==> src/rtl/tile_positioner_pkg.sv <==
// Shared definitions for the tile positioner: default widths, FSM encoding,
// and the stride normalisation helper.
package tile_positioner_pkg;

    localparam int DEF_COORD_W = 8;
    localparam int DEF_PAD_W   = 2;
    localparam int STRIDE_W    = 3;

    typedef enum logic [1:0] {
        ST_IDLE  = 2'd0,
        ST_PLACE = 2'd1,
        ST_WAIT  = 2'd2,
        ST_DONE  = 2'd3
    } state_t;

    // A stride of zero is treated as a stride of one.
    function automatic logic [STRIDE_W-1:0] norm_stride(input logic [STRIDE_W-1:0] s);
        logic [STRIDE_W-1:0] r;
        if (s == {STRIDE_W{1'b0}}) begin
            r = STRIDE_W'(1'b1);
        end else begin
            r = s;
        end
        return r;
    endfunction

endpackage

==> src/rtl/tile_positioner_axis_stepper.sv <==
// One axis of the centre walk. Holds the current coordinate and reports
// whether it is the last centre on this axis; stepping past the last centre
// wraps back to the halo offset.
module tile_positioner_axis_stepper
    import tile_positioner_pkg::*;
#(
    parameter int EXT_W = 9
)(
    input  logic                clk,
    input  logic                rst,
    input  logic                load,
    input  logic                step,
    input  logic [EXT_W-1:0]    load_value,
    input  logic [EXT_W-1:0]    halo,
    input  logic [EXT_W-1:0]    limit,
    input  logic [STRIDE_W-1:0] stride,
    output logic [EXT_W-1:0]    coord,
    output logic                last
);

    logic [EXT_W:0]   sum_s;
    logic [EXT_W-1:0] next_s;
    logic [EXT_W-1:0] coord_r;

    // Next coordinate one extra bit wide so the end-of-axis test cannot wrap.
    always_comb begin
        sum_s = {1'b0, coord_r} + (EXT_W+1)'(stride);
        last  = (sum_s > {1'b0, limit});
        if (last) begin
            next_s = halo;
        end else begin
            next_s = sum_s[EXT_W-1:0];
        end
    end

    // Coordinate register: load at layer start, step while placing.
    always_ff @(posedge clk) begin
        if (rst) begin
            coord_r <= {EXT_W{1'b0}};
        end else if (load) begin
            coord_r <= load_value;
        end else if (step) begin
            coord_r <= next_s;
        end else begin
            coord_r <= coord_r;
        end
    end

    assign coord = coord_r;

endmodule

==> src/rtl/tile_positioner.sv <==
// Allocator positioner: walks filter centres over a padded image in raster
// order, hands one centre per cycle to NUM_ALLOC allocators in rounds, and
// publishes each round's pixel bounding box before waiting for advance.
module tile_positioner
    import tile_positioner_pkg::*;
#(
    parameter int NUM_ALLOC = 220,
    parameter int COORD_W   = DEF_COORD_W,
    parameter int PAD_W     = DEF_PAD_W,
    parameter int CNT_W     = $clog2(NUM_ALLOC + 1)
)(
    input  logic                 clk,
    input  logic                 rst,
    input  logic                 start,
    input  logic [COORD_W-1:0]   img_w,
    input  logic [COORD_W-1:0]   img_h,
    input  logic [PAD_W-1:0]     pad,
    input  logic [PAD_W-1:0]     halo,
    input  logic [STRIDE_W-1:0]  stride,
    input  logic                 advance,
    output logic [COORD_W-1:0]   center_x,
    output logic [COORD_W-1:0]   center_y,
    output logic [NUM_ALLOC-1:0] alloc_sel,
    output logic                 alloc_valid,
    output logic [COORD_W-1:0]   x_min,
    output logic [COORD_W-1:0]   x_max,
    output logic [COORD_W-1:0]   y_min,
    output logic [COORD_W-1:0]   y_max,
    output logic [CNT_W-1:0]     round_count,
    output logic                 round_ready,
    output logic                 busy,
    output logic                 done
);

    localparam int EXT_W = COORD_W + 1;

    // Clamp an extended value into the output coordinate range.
    function automatic logic [COORD_W-1:0] sat_coord(input logic [EXT_W-1:0] v);
        logic [COORD_W-1:0] r;
        if (v[COORD_W]) begin
            r = {COORD_W{1'b1}};
        end else begin
            r = v[COORD_W-1:0];
        end
        return r;
    endfunction

    state_t state_r, next_state_s;

    logic [EXT_W-1:0]    pad_ext_s, halo_ext_s, span_s;
    logic [EXT_W-1:0]    padded_w_s, padded_h_s, limit_x_in_s, limit_y_in_s;
    logic                empty_s, load_s;

    logic [EXT_W-1:0]    halo_r, limit_x_r, limit_y_r;
    logic [STRIDE_W-1:0] stride_r;

    logic [EXT_W-1:0]    x_coord_s, y_coord_s;
    logic                x_last_s, y_last_s, layer_last_s, round_full_s;
    logic                step_x_s, step_y_s, enter_place_s;
    logic                layer_end_r;

    logic [CNT_W-1:0]     counter_r;
    logic [NUM_ALLOC-1:0] sel_r;
    logic [COORD_W-1:0]   x_min_r, x_max_r, y_min_r, y_max_r;
    logic [COORD_W-1:0]   x_lo_s, x_hi_s, y_lo_s, y_hi_s;

    logic valid_r, ready_r, busy_r, done_r;
    logic out_valid_s, out_ready_s, out_busy_s, out_done_s;

    // Geometry of the incoming configuration, used only when start is taken.
    always_comb begin
        pad_ext_s    = EXT_W'(pad);
        halo_ext_s   = EXT_W'(halo);
        span_s       = halo_ext_s + halo_ext_s + EXT_W'(1'b1);
        padded_w_s   = EXT_W'(img_w) + pad_ext_s + pad_ext_s;
        padded_h_s   = EXT_W'(img_h) + pad_ext_s + pad_ext_s;
        empty_s      = (padded_w_s < span_s) || (padded_h_s < span_s);
        limit_x_in_s = padded_w_s - EXT_W'(1'b1) - halo_ext_s;
        limit_y_in_s = padded_h_s - EXT_W'(1'b1) - halo_ext_s;
        load_s       = start && ((state_r == ST_IDLE) || (state_r == ST_DONE));
    end

    // Configuration latch: captured only when a layer start is accepted.
    always_ff @(posedge clk) begin
        if (rst) begin
            halo_r    <= {EXT_W{1'b0}};
            limit_x_r <= {EXT_W{1'b0}};
            limit_y_r <= {EXT_W{1'b0}};
            stride_r  <= STRIDE_W'(1'b1);
        end else if (load_s) begin
            halo_r    <= halo_ext_s;
            limit_x_r <= limit_x_in_s;
            limit_y_r <= limit_y_in_s;
            stride_r  <= norm_stride(stride);
        end else begin
            halo_r    <= halo_r;
            limit_x_r <= limit_x_r;
            limit_y_r <= limit_y_r;
            stride_r  <= stride_r;
        end
    end

    // x steps on every placement; y steps only when x wraps.
    always_comb begin
        step_x_s     = (state_r == ST_PLACE);
        step_y_s     = (state_r == ST_PLACE) && x_last_s;
        layer_last_s = x_last_s && y_last_s;
        round_full_s = (counter_r == CNT_W'(NUM_ALLOC - 1));
    end

    tile_positioner_axis_stepper #(.EXT_W(EXT_W)) u_step_x (
        .clk        (clk),
        .rst        (rst),
        .load       (load_s),
        .step       (step_x_s),
        .load_value (halo_ext_s),
        .halo       (halo_r),
        .limit      (limit_x_r),
        .stride     (stride_r),
        .coord      (x_coord_s),
        .last       (x_last_s)
    );

    tile_positioner_axis_stepper #(.EXT_W(EXT_W)) u_step_y (
        .clk        (clk),
        .rst        (rst),
        .load       (load_s),
        .step       (step_y_s),
        .load_value (halo_ext_s),
        .halo       (halo_r),
        .limit      (limit_y_r),
        .stride     (stride_r),
        .coord      (y_coord_s),
        .last       (y_last_s)
    );

    // FSM next-state logic.
    always_comb begin
        next_state_s = state_r;
        case (state_r)
            ST_IDLE, ST_DONE: begin
                if (start) begin
                    if (empty_s) begin
                        next_state_s = ST_DONE;
                    end else begin
                        next_state_s = ST_PLACE;
                    end
                end else begin
                    next_state_s = state_r;
                end
            end
            ST_PLACE: begin
                if (layer_last_s || round_full_s) begin
                    next_state_s = ST_WAIT;
                end else begin
                    next_state_s = ST_PLACE;
                end
            end
            ST_WAIT: begin
                if (advance) begin
                    if (layer_end_r) begin
                        next_state_s = ST_DONE;
                    end else begin
                        next_state_s = ST_PLACE;
                    end
                end else begin
                    next_state_s = ST_WAIT;
                end
            end
            default: next_state_s = ST_IDLE;
        endcase
    end

    // FSM output decode from the upcoming state so the flags come out of flops.
    always_comb begin
        out_valid_s = 1'b0;
        out_ready_s = 1'b0;
        out_busy_s  = 1'b0;
        out_done_s  = 1'b0;
        case (next_state_s)
            ST_PLACE: begin
                out_valid_s = 1'b1;
                out_busy_s  = 1'b1;
            end
            ST_WAIT: begin
                out_ready_s = 1'b1;
                out_busy_s  = 1'b1;
            end
            ST_DONE:  out_done_s = 1'b1;
            ST_IDLE:  out_done_s = 1'b0;
            default:  out_done_s = 1'b0;
        endcase
    end

    // FSM state register with the registered status flags.
    always_ff @(posedge clk) begin
        if (rst) begin
            state_r <= ST_IDLE;
            valid_r <= 1'b0;
            ready_r <= 1'b0;
            busy_r  <= 1'b0;
            done_r  <= 1'b0;
        end else begin
            state_r <= next_state_s;
            valid_r <= out_valid_s;
            ready_r <= out_ready_s;
            busy_r  <= out_busy_s;
            done_r  <= out_done_s;
        end
    end

    // Remembers that the final layer position has been placed.
    always_ff @(posedge clk) begin
        if (rst) begin
            layer_end_r <= 1'b0;
        end else if (load_s) begin
            layer_end_r <= 1'b0;
        end else if ((state_r == ST_PLACE) && layer_last_s) begin
            layer_end_r <= 1'b1;
        end else begin
            layer_end_r <= layer_end_r;
        end
    end

    // Pixel extent of the centre currently presented.
    always_comb begin
        x_lo_s        = sat_coord(x_coord_s - halo_r);
        x_hi_s        = sat_coord(x_coord_s + halo_r);
        y_lo_s        = sat_coord(y_coord_s - halo_r);
        y_hi_s        = sat_coord(y_coord_s + halo_r);
        enter_place_s = (next_state_s == ST_PLACE) && (state_r != ST_PLACE);
    end

    // Slot counter, one-hot select shifter and per-round bounding box.
    always_ff @(posedge clk) begin
        if (rst) begin
            counter_r <= {CNT_W{1'b0}};
            sel_r     <= {NUM_ALLOC{1'b0}};
            x_min_r   <= {COORD_W{1'b1}};
            x_max_r   <= {COORD_W{1'b0}};
            y_min_r   <= {COORD_W{1'b0}};
            y_max_r   <= {COORD_W{1'b0}};
        end else if (enter_place_s) begin
            counter_r <= {CNT_W{1'b0}};
            sel_r     <= NUM_ALLOC'(1'b1);
            x_min_r   <= {COORD_W{1'b1}};
            x_max_r   <= {COORD_W{1'b0}};
            y_min_r   <= {COORD_W{1'b0}};
            y_max_r   <= {COORD_W{1'b0}};
        end else if (state_r == ST_PLACE) begin
            counter_r <= counter_r + CNT_W'(1'b1);
            if (next_state_s == ST_PLACE) begin
                sel_r <= sel_r << 1'b1;
            end else begin
                sel_r <= {NUM_ALLOC{1'b0}};
            end
            x_min_r <= (x_lo_s < x_min_r) ? x_lo_s : x_min_r;
            x_max_r <= (x_hi_s > x_max_r) ? x_hi_s : x_max_r;
            y_min_r <= (counter_r == {CNT_W{1'b0}}) ? y_lo_s : y_min_r;
            y_max_r <= y_hi_s;
        end else begin
            counter_r <= counter_r;
            sel_r     <= {NUM_ALLOC{1'b0}};
            x_min_r   <= x_min_r;
            x_max_r   <= x_max_r;
            y_min_r   <= y_min_r;
            y_max_r   <= y_max_r;
        end
    end

    assign center_x    = sat_coord(x_coord_s);
    assign center_y    = sat_coord(y_coord_s);
    assign alloc_sel   = sel_r;
    assign alloc_valid = valid_r;
    assign x_min       = x_min_r;
    assign x_max       = x_max_r;
    assign y_min       = y_min_r;
    assign y_max       = y_max_r;
    assign round_count = counter_r;
    assign round_ready = ready_r;
    assign busy        = busy_r;
    assign done        = done_r;

endmodule

==> config.mk <==
export PLATFORM = sky130hd
export DESIGN_NAME = tile_positioner
export DESIGN_NICKNAME = d
export VERILOG_FILES = /design/src/rtl/tile_positioner_pkg.sv /design/src/rtl/tile_positioner_axis_stepper.sv /design/src/rtl/tile_positioner.sv
export SDC_FILE = /design/constraint.sdc
export NUM_CORES = 1
export LEC_CHECK = 0
export ABC_CLOCK_PERIOD_IN_PS = 5700
export CAP_MARGIN = 20
export CORE_MARGIN = 4
export CORE_UTILIZATION = 45
export DETAILED_ROUTE_END_ITERATION = 10
export PLACE_DENSITY_LB_ADDON = 0.05
export SLEW_MARGIN = 25
export SYNTH_ARGS = -nofsm -noshare
export SYNTH_HDL_FRONTEND = slang
export SYNTH_SLANG_ARGS = --single-unit
==> constraint.sdc <==
create_clock -name clk -period 5.7 [get_ports clk]
set_input_delay 1.71 -clock clk [delete_from_list [all_inputs] [get_ports clk]]
set_output_delay 1.71 -clock clk [all_outputs]
set_load 0.05 [all_outputs]
# Word level (Yosys, flattened, before mapping)
# Cells that the tools add are included.
# W data, S select, Z words.
[op_classes]
reduce_logical = 21
n_eq_ne = 8
n_bitwise = 2
muxes = 25
n_lt_le_gt_ge = 6
addsub = 17
[ops]
columns = ["cell", "n"]
rows = [
  ["$mux W8", 6],
  ["$add A9 B2 Y9", 4],
  ["$sub A9 B2 Y9", 4],
  ["$add A9 B3 Y10", 2],
  ["$gt A10 B9 Y1", 2],
  ["$add A8 B2 Y9", 2],
  ["$lt A9 B4 Y1", 2],
  ["$mux W2", 9],
  ["$mux W9", 2],
  ["$sub A9 B1 Y9 const B", 2],
  ["$add A8 B1 Y8 const B", 1],
  ["$eq A2 B2 Y1 const B", 4],
  ["$eq A8 B8 Y1 const B", 1],
  ["$gt A8 B8 Y1", 1],
  ["$logic_not A8 Y1", 1],
  ["$lt A8 B8 Y1", 1],
  ["$reduce_or A2 Y1", 4],
  ["$mux W1", 6],
  ["$pmux W2 S3", 1],
  ["$reduce_and A2 Y1", 3],
  ["$logic_and A1 B1 Y1", 5],
  ["$add A3 B1 Y4 const B", 1],
  ["$eq A2 B1 Y1 const B", 2],
  ["$reduce_bool A2 Y1", 2],
  ["other kinds (8)", 11],
]
[word_totals]
regBits = 308
in_bits = 27

# Longest topological paths before layout
# Gate-level depths: netlist (run 1).
[depth]
ltp_word = 10
mapped_depth = 20
ltp_nobuf = 18

# Cells and area by module
# A second synthesis (run 1) with hierarchy kept.
[hier_totals]
cells_unflattened = 1312
area_unflattened_um2 = 12779.8
[modules_own_cells]
columns = ["mod", "instances", "area_per_inst_um2", "cells_per_inst"]
rows = [
  ["tile_positioner", 1, 10872.9, 1078],
  ["tile_positioner_axis_stepper", 2, 953.4, 117],
]

# Worst setup path after synthesis (run 1)
# No wires, ideal clock.
[synth_path]
kind = "input to register"
start = "in img_h[1]"
end = "reg y_min_r[3] (netlist: y_min[3])"
setup_slack_ns = 0.855
arrival_ns = 4.775
stages = 12
required_time_ns = 5.630
n_path_buf = 1
path_cell_list = "ha_1 fa_1 or3_1 o32a_1 nor3_1 nor3_1 or3_1 ha_1 a21oi_1 clkbuf_1 o21ai_0 a21oi_1"
[synth_between]
elab_chain_len = 10
[synth_rtl]
columns = ["element", "line", "text"]
rows = [
  ["start: declaration", "tile_positioner.sv:16", "input logic [COORD_W-1:0] img_h,"],
  ["$add A8 B2 Y9", "tile_positioner.sv:76", "padded_h_s = EXT_W'(img_h) + pad_ext_s + pad_ext_s;"],
  ["$add A9 B2 Y9", "tile_positioner.sv:76", ""],
  ["$lt A9 B4 Y1", "tile_positioner.sv:77", "empty_s = (padded_w_s < span_s) || (padded_h_s < span_s);"],
  ["$logic_or A1 B1 Y1", "tile_positioner.sv:77", ""],
  ["$mux W2", "tile_positioner.sv:143", "if (empty_s) begin"],
  ["$mux W2", "tile_positioner.sv:142", "if (start) begin"],
  ["$pmux W2 S3", "tile_positioner.sv:140", "case (state_r)"],
  ["$eq A2 B1 Y1", "tile_positioner.sv:231", "enter_place_s = (next_state_s == ST_PLACE) && (state_r != ST_PLACE);"],
  ["$logic_and A1 B1 Y1", "tile_positioner.sv:231", ""],
  ["$reduce_or A2 Y1 (no source line)", "--", ""],
  ["end signal: assignment", "tile_positioner.sv:241", "y_min_r <= {COORD_W{1'b0}};"],
  ["end signal: assignment", "tile_positioner.sv:248", "y_min_r <= {COORD_W{1'b0}};"],
  ["end signal: assignment", "tile_positioner.sv:259", "y_min_r <= (counter_r == {CNT_W{1'b0}}) ? y_lo_s : y_min_r;"],
  ["end: declaration", "tile_positioner.sv:64", "logic [COORD_W-1:0] x_min_r, x_max_r, y_min_r, y_max_r;"],
]
# No other way between the ends.
# A chain may end at the register's enable or synchronous reset.

# Final worst setup path (run 1)
[layout_path]
start = "reg u_step_y.coord_r[2] (netlist: u_step_y.coord[2])"
end = "reg sel_r[42] (netlist: alloc_sel[42])"
[layout_between]
elab_chain_len = 9
[layout_rtl]
columns = ["element", "line", "text"]
rows = [
  ["start: declaration", "tile_positioner_axis_stepper.sv:23", "logic [EXT_W-1:0] coord_r;"],
  ["start signal: assignment", "tile_positioner_axis_stepper.sv:39", "coord_r <= {EXT_W{1'b0}};"],
  ["start signal: assignment", "tile_positioner_axis_stepper.sv:41", "coord_r <= load_value;"],
  ["start signal: assignment", "tile_positioner_axis_stepper.sv:43", "coord_r <= next_s;"],
  ["$add A9 B3 Y10 (*)", "tile_positioner_axis_stepper.sv:27", "sum_s = {1'b0, coord_r} + (EXT_W+1)'(stride);"],
  ["$gt A10 B9 Y1 (*)", "tile_positioner_axis_stepper.sv:28", "last = (sum_s > {1'b0, limit});"],
  ["$logic_and A1 B1 Y1 (*)", "tile_positioner.sv:107", "layer_last_s = x_last_s && y_last_s;"],
  ["$logic_or A1 B1 Y1 (*)", "tile_positioner.sv:153", "if (layer_last_s || round_full_s) begin"],
  ["$mux W2 (*)", "tile_positioner.sv:153", ""],
  ["$pmux W2 S3 (*)", "tile_positioner.sv:140", ""],
  ["named net next_state_s[0]", "tile_positioner.sv:48", "state_t state_r, next_state_s;"],
  ["$eq A2 B1 Y1 (*)", "tile_positioner.sv:231, tile_positioner.sv:252", ""],
  ["$logic_and A1 B1 Y1 or $not A1 Y1 (tied branches)", "--", ""],
  ["$reduce_or A4 Y1 (no source line) (*)", "--", ""],
  ["end signal: assignment", "tile_positioner.sv:238", "sel_r <= {NUM_ALLOC{1'b0}};"],
  ["end signal: assignment", "tile_positioner.sv:253", "sel_r <= sel_r << 1'b1;"],
  ["end signal: assignment", "tile_positioner.sv:255", "sel_r <= {NUM_ALLOC{1'b0}};"],
  ["end: declaration", "tile_positioner.sv:63", "logic [NUM_ALLOC-1:0] sel_r;"],
]
# Mark *: on every way through the listed nets, which the timed path passes. The rest lies on a longest branch.

==> impl_results.md, run 1 <==
- Outcome: completed
- Hold Slack: about 0.45 ns
- Worst Max-Slew Pin Slew: around 0.92 ns
- YS warnings: 0
- Die height: 174 microns
- First-pass DRT Iterations: 5
- Die X: 174 microns
- WHS Endpoint: limit_y_r[5]$_SDFFE_PP0P_
- Drt wl/cell: between 15 and 20 microns
- CP cell instances: ha_1, a21oi_1, nor3_1, xor2_1, ha_1, a21o_1, a21oi_1, nand4_1, a32oi_1, nor2_1, o21bai_1, ha_1, nor2b_4, buf_12, and3_1
- CP bufs+invs: 1
- Power Density: 434 nW/um^2
- EDFF count, synth: 0
- Maximum vdd drop: roughly 0.23 mV
- Num CTS Buffers: 34
- CP Launch Type: register
- Post-CTS Hold Buffers: 0
- RSZ-0062 raised after global routing: no
- Number of global-route vias before repair: 9554
- Syn avg cell area: 9.61 sq um
- Layout area overhead: 36.4%
- Std cell rows: 60
- Count leader, synth: dfxtp_1
- CTS tree: yes
- First-pass GRT wire length: ~53 mm
- Total clock sinks: 308
- Worst r2r src: u_step_y.coord[2]$_SDFFE_PP0P_
- Worst reg2reg path endpoint: alloc_sel[42]$_SDFF_PP0_
- Main area contributors after synthesis: dfxtp_1 50%, and3_1 11%, ha_1 6.7%
- Final min period: 4.97 ns
- Latest clock arrival within the worst-skew pair: between 0.5 and 0.6 ns
- Leak Pwr: 0.00748 uW
- CP arrival: around 5.4 ns
- Post-Syn Area: 12300 sq um
- Final setup TNS: 0 ns
- GR Util All Layers: a little over a fifth
- F_max: between 200 and 250 MHz
- Maximum number of pins on one net before global-route repair: approximately 130
- H-tree depth: 2
- FF+latch count, synth: just over 300
- Initial antenna violation count: 0
- Core Region: roughly 27000 sq um
- Clk buf depth: 3
- Detail Placement HPWL: 24.1 mm
- Slew margin rel.: around two fifths
- Yosys top cell by area: dfxtp_1
- Grt total ovfl: 0
- Synth top cells by count: 308 x dfxtp_1, 224 x and3_1, 85 x nand2_1
- Max Slew Vio Count: 0
- Setup violators final: 0
- Primary FF master, synth: dfxtp_1
- Worst setup EP type: register
- Synth Instances: 1284
- Layout cells sized above 1: 6.85%
- IO Pins: around 310
- Routed WL: 33.2 mm
- Worst path max stage delay: 0.72 ns
- Post-CTS Setup Inserts: 0
- DRT antenna net count: 0
- Async SR Flop Fraction: 0%
- Worst clock skew: 0.0106 ns
- Routed vias/inst: 5.22
- Residual DRC: 0
- R2R setup slack: 0.73 ns
- RePlAce Congestion: 0.845
- Area share of the largest cell type after synthesis: 50.0%
- Most frequent CP cell: ha_1
- Final Cycle Share: 87.2%
- Hold path startpoint: limit_y_r[5]$_SDFFE_PP0P_
- Antenna Cells: 0
- Iteration-0 DRC Markers: approximately 600
- Sequential area share after synthesis: 50.0%
- Initial core utilization: 45.8%
- CP required: 6.14 ns
- Post_cts resized: 0
- Total Nets Final: around 1700
- FF-to-FF path depth: 15
- Count of cell types in the netlist: 56
- # port buffers: 306
- Slowest CP cell: a32oi_1
- Clock transition at the registers of the reported paths: 0.06 ns
- Min-Delay Path Depth: 2
- Max FO, Critical Path: around 70
- Post-synth net total: 1387
- Max cap viols: 0
- CP top delay family: compound AO/OA/AOI/OAI gates
- Die area: ~30000 sq um
- Final hold vios: 0
- Via Count: between 10000 and 15000
- CTS Root Cell: clkbuf_16
- Worst Hold Class: register to register
- Crit Path Class: register to register
-- area by class of cell --
class / instances / area [sq um]
timing repair buffer: 326 / 3280
inverter: 60 / 225
fill: 2293 / 10100
clock inverter: 10 / 108
clock buffer: 48 / 995
multi-input combinational: 825 / 5630
tap: 341 / 427
sequential: 308 / 6170
-- stage by stage --
step / util [%] / cell area [sq um] / worst slack, ns / total power, uW / instances
final: 62.5 / 16800 / 0.732 / 7310 / 1918
after global routing: 62.5 / 16800 / 0.440 / 7760 / 1918
after CTS: 62.3 / 16800 / 0.767 / 7360 / 1917
after detailed placement: 58.2 / 15700 / 0.241 / 5210 / 1859
after global placement: 58.2 / 15700 / 0.259 / 5180 / 1859
after floorplan: - / 12300 / 0.855 / 4360 / 1284
-- routing by layer --
| layer | part of all wire (%) | vias up | global-route usage [%] |
|---|---|---|---|
| met4 | 1.9 | 0 | 4.95 |
| met3 | 5.9 | 35 | 4.32 |
| met2 | 47 | 309 | 36.0 |
| met5 | 0 | - | 0 |
| met1 | 45 | 4684 | 27.6 |
| li1 | - | 4976 | - |
-- power by group --
part           internal [uW]  switching (uW)  total [uW]
Sequential              2330             120        2450
Clock                   1270             859        2130
Combinational            929            1800        2730
Total                   4530            2780        7310
-- cell usage in the layout, fill, tap and decap left out, types with 6 or more instances in the layout --
cell type,netlist,routed
a21oi_1,54,53
a31oi_1,8,8
or2_2,18,18
nand3_1,30,30
xor2_1,29,29
a211o_1,6,6
o21ai_0,40,40
nand2b_1,12,12
nor2_1,48,48
fa_1,10,10
ha_1,66,65
mux2i_1,9,9
nand2_1,85,85
inv_1,60,60
a211oi_1,9,9
nand4_1,12,12
clkbuf_1,82,6
clkbuf_8,0,7
clkdlybuf4s50_1,0,306
xnor2_1,35,34
and2_1,6,6
and3_1,224,224
nor3_1,25,25
buf_4,0,15
a311oi_1,8,8
or3_1,11,11
nor2b_1,10,9
a21o_1,11,11
dfxtp_1,308,308
clkbuf_16,0,35
-- worst min-delay path, delay by kind of cell (launching register included) --
kind / cells / cell delay (ns)
flip-flops: 1 / 0.30
AND/OR/NAND/NOR: 1 / 0.05
AO/OA/AOI/OAI: 1 / 0.05
-- cell families after synthesis --
logic type	Yosys count	share of synthesized area, %
multiplexers	14	1.22
XOR/XNOR	64	4.54
AND/OR/NAND/NOR	501	22.4
adder cells (fa/ha/maj)	76	8.31
buffers and inverters	151	4.71
AO/OA/AOI/OAI	170	8.90
flip-flops	308	50.0
-- sequential cells by signal (all words and copies together), names as in the netlist --
name	flops
x_max	8
u_step_x.coord	9
halo_r	2
stride_r	3
y_min	8
limit_x_r	9
alloc_sel	220
state_r	2
round_ready	1
x_min	8
u_step_y.coord	9
done	1
y_max	8
limit_y_r	9
alloc_valid	1
layer_end_r	1
busy	1
round_count	8
-- worst max-delay path by stage --
stage                                              start                  endpoint  slack (ns)  cells past startpoint
after floorplan                                 img_h[1]     y_min[3]$_SDFFE_PP0P_        0.85                     12
after global placement                            pad[1]  alloc_sel[23]$_SDFF_PP0_        0.26                     12
after detailed placement                          pad[0]  alloc_sel[42]$_SDFF_PP0_        0.24                     12
after CTS                       stride_r[1]$_SDFFE_PP0P_  alloc_sel[42]$_SDFF_PP0_        0.77                     16
after global routing      u_step_x.coord[0]$_SDFFE_PP0P_  alloc_sel[21]$_SDFF_PP0_        0.44                     18
final                     u_step_y.coord[2]$_SDFFE_PP0P_  alloc_sel[42]$_SDFF_PP0_        0.73                     15
No activity file was read; power rests on OpenSTA's default activity.
==> run 2, diff against run 1 <==
--- a/config.mk
+++ b/config.mk
@@ -5,7 +5,6 @@
 export SDC_FILE = /design/constraint.sdc
 export NUM_CORES = 1
 export LEC_CHECK = 0
-export ABC_CLOCK_PERIOD_IN_PS = 5700
 export CAP_MARGIN = 20
 export CORE_MARGIN = 4
 export CORE_UTILIZATION = 45
==> results of run 2 <==
Final layout, timing and power as in run 1 (identical DEF).
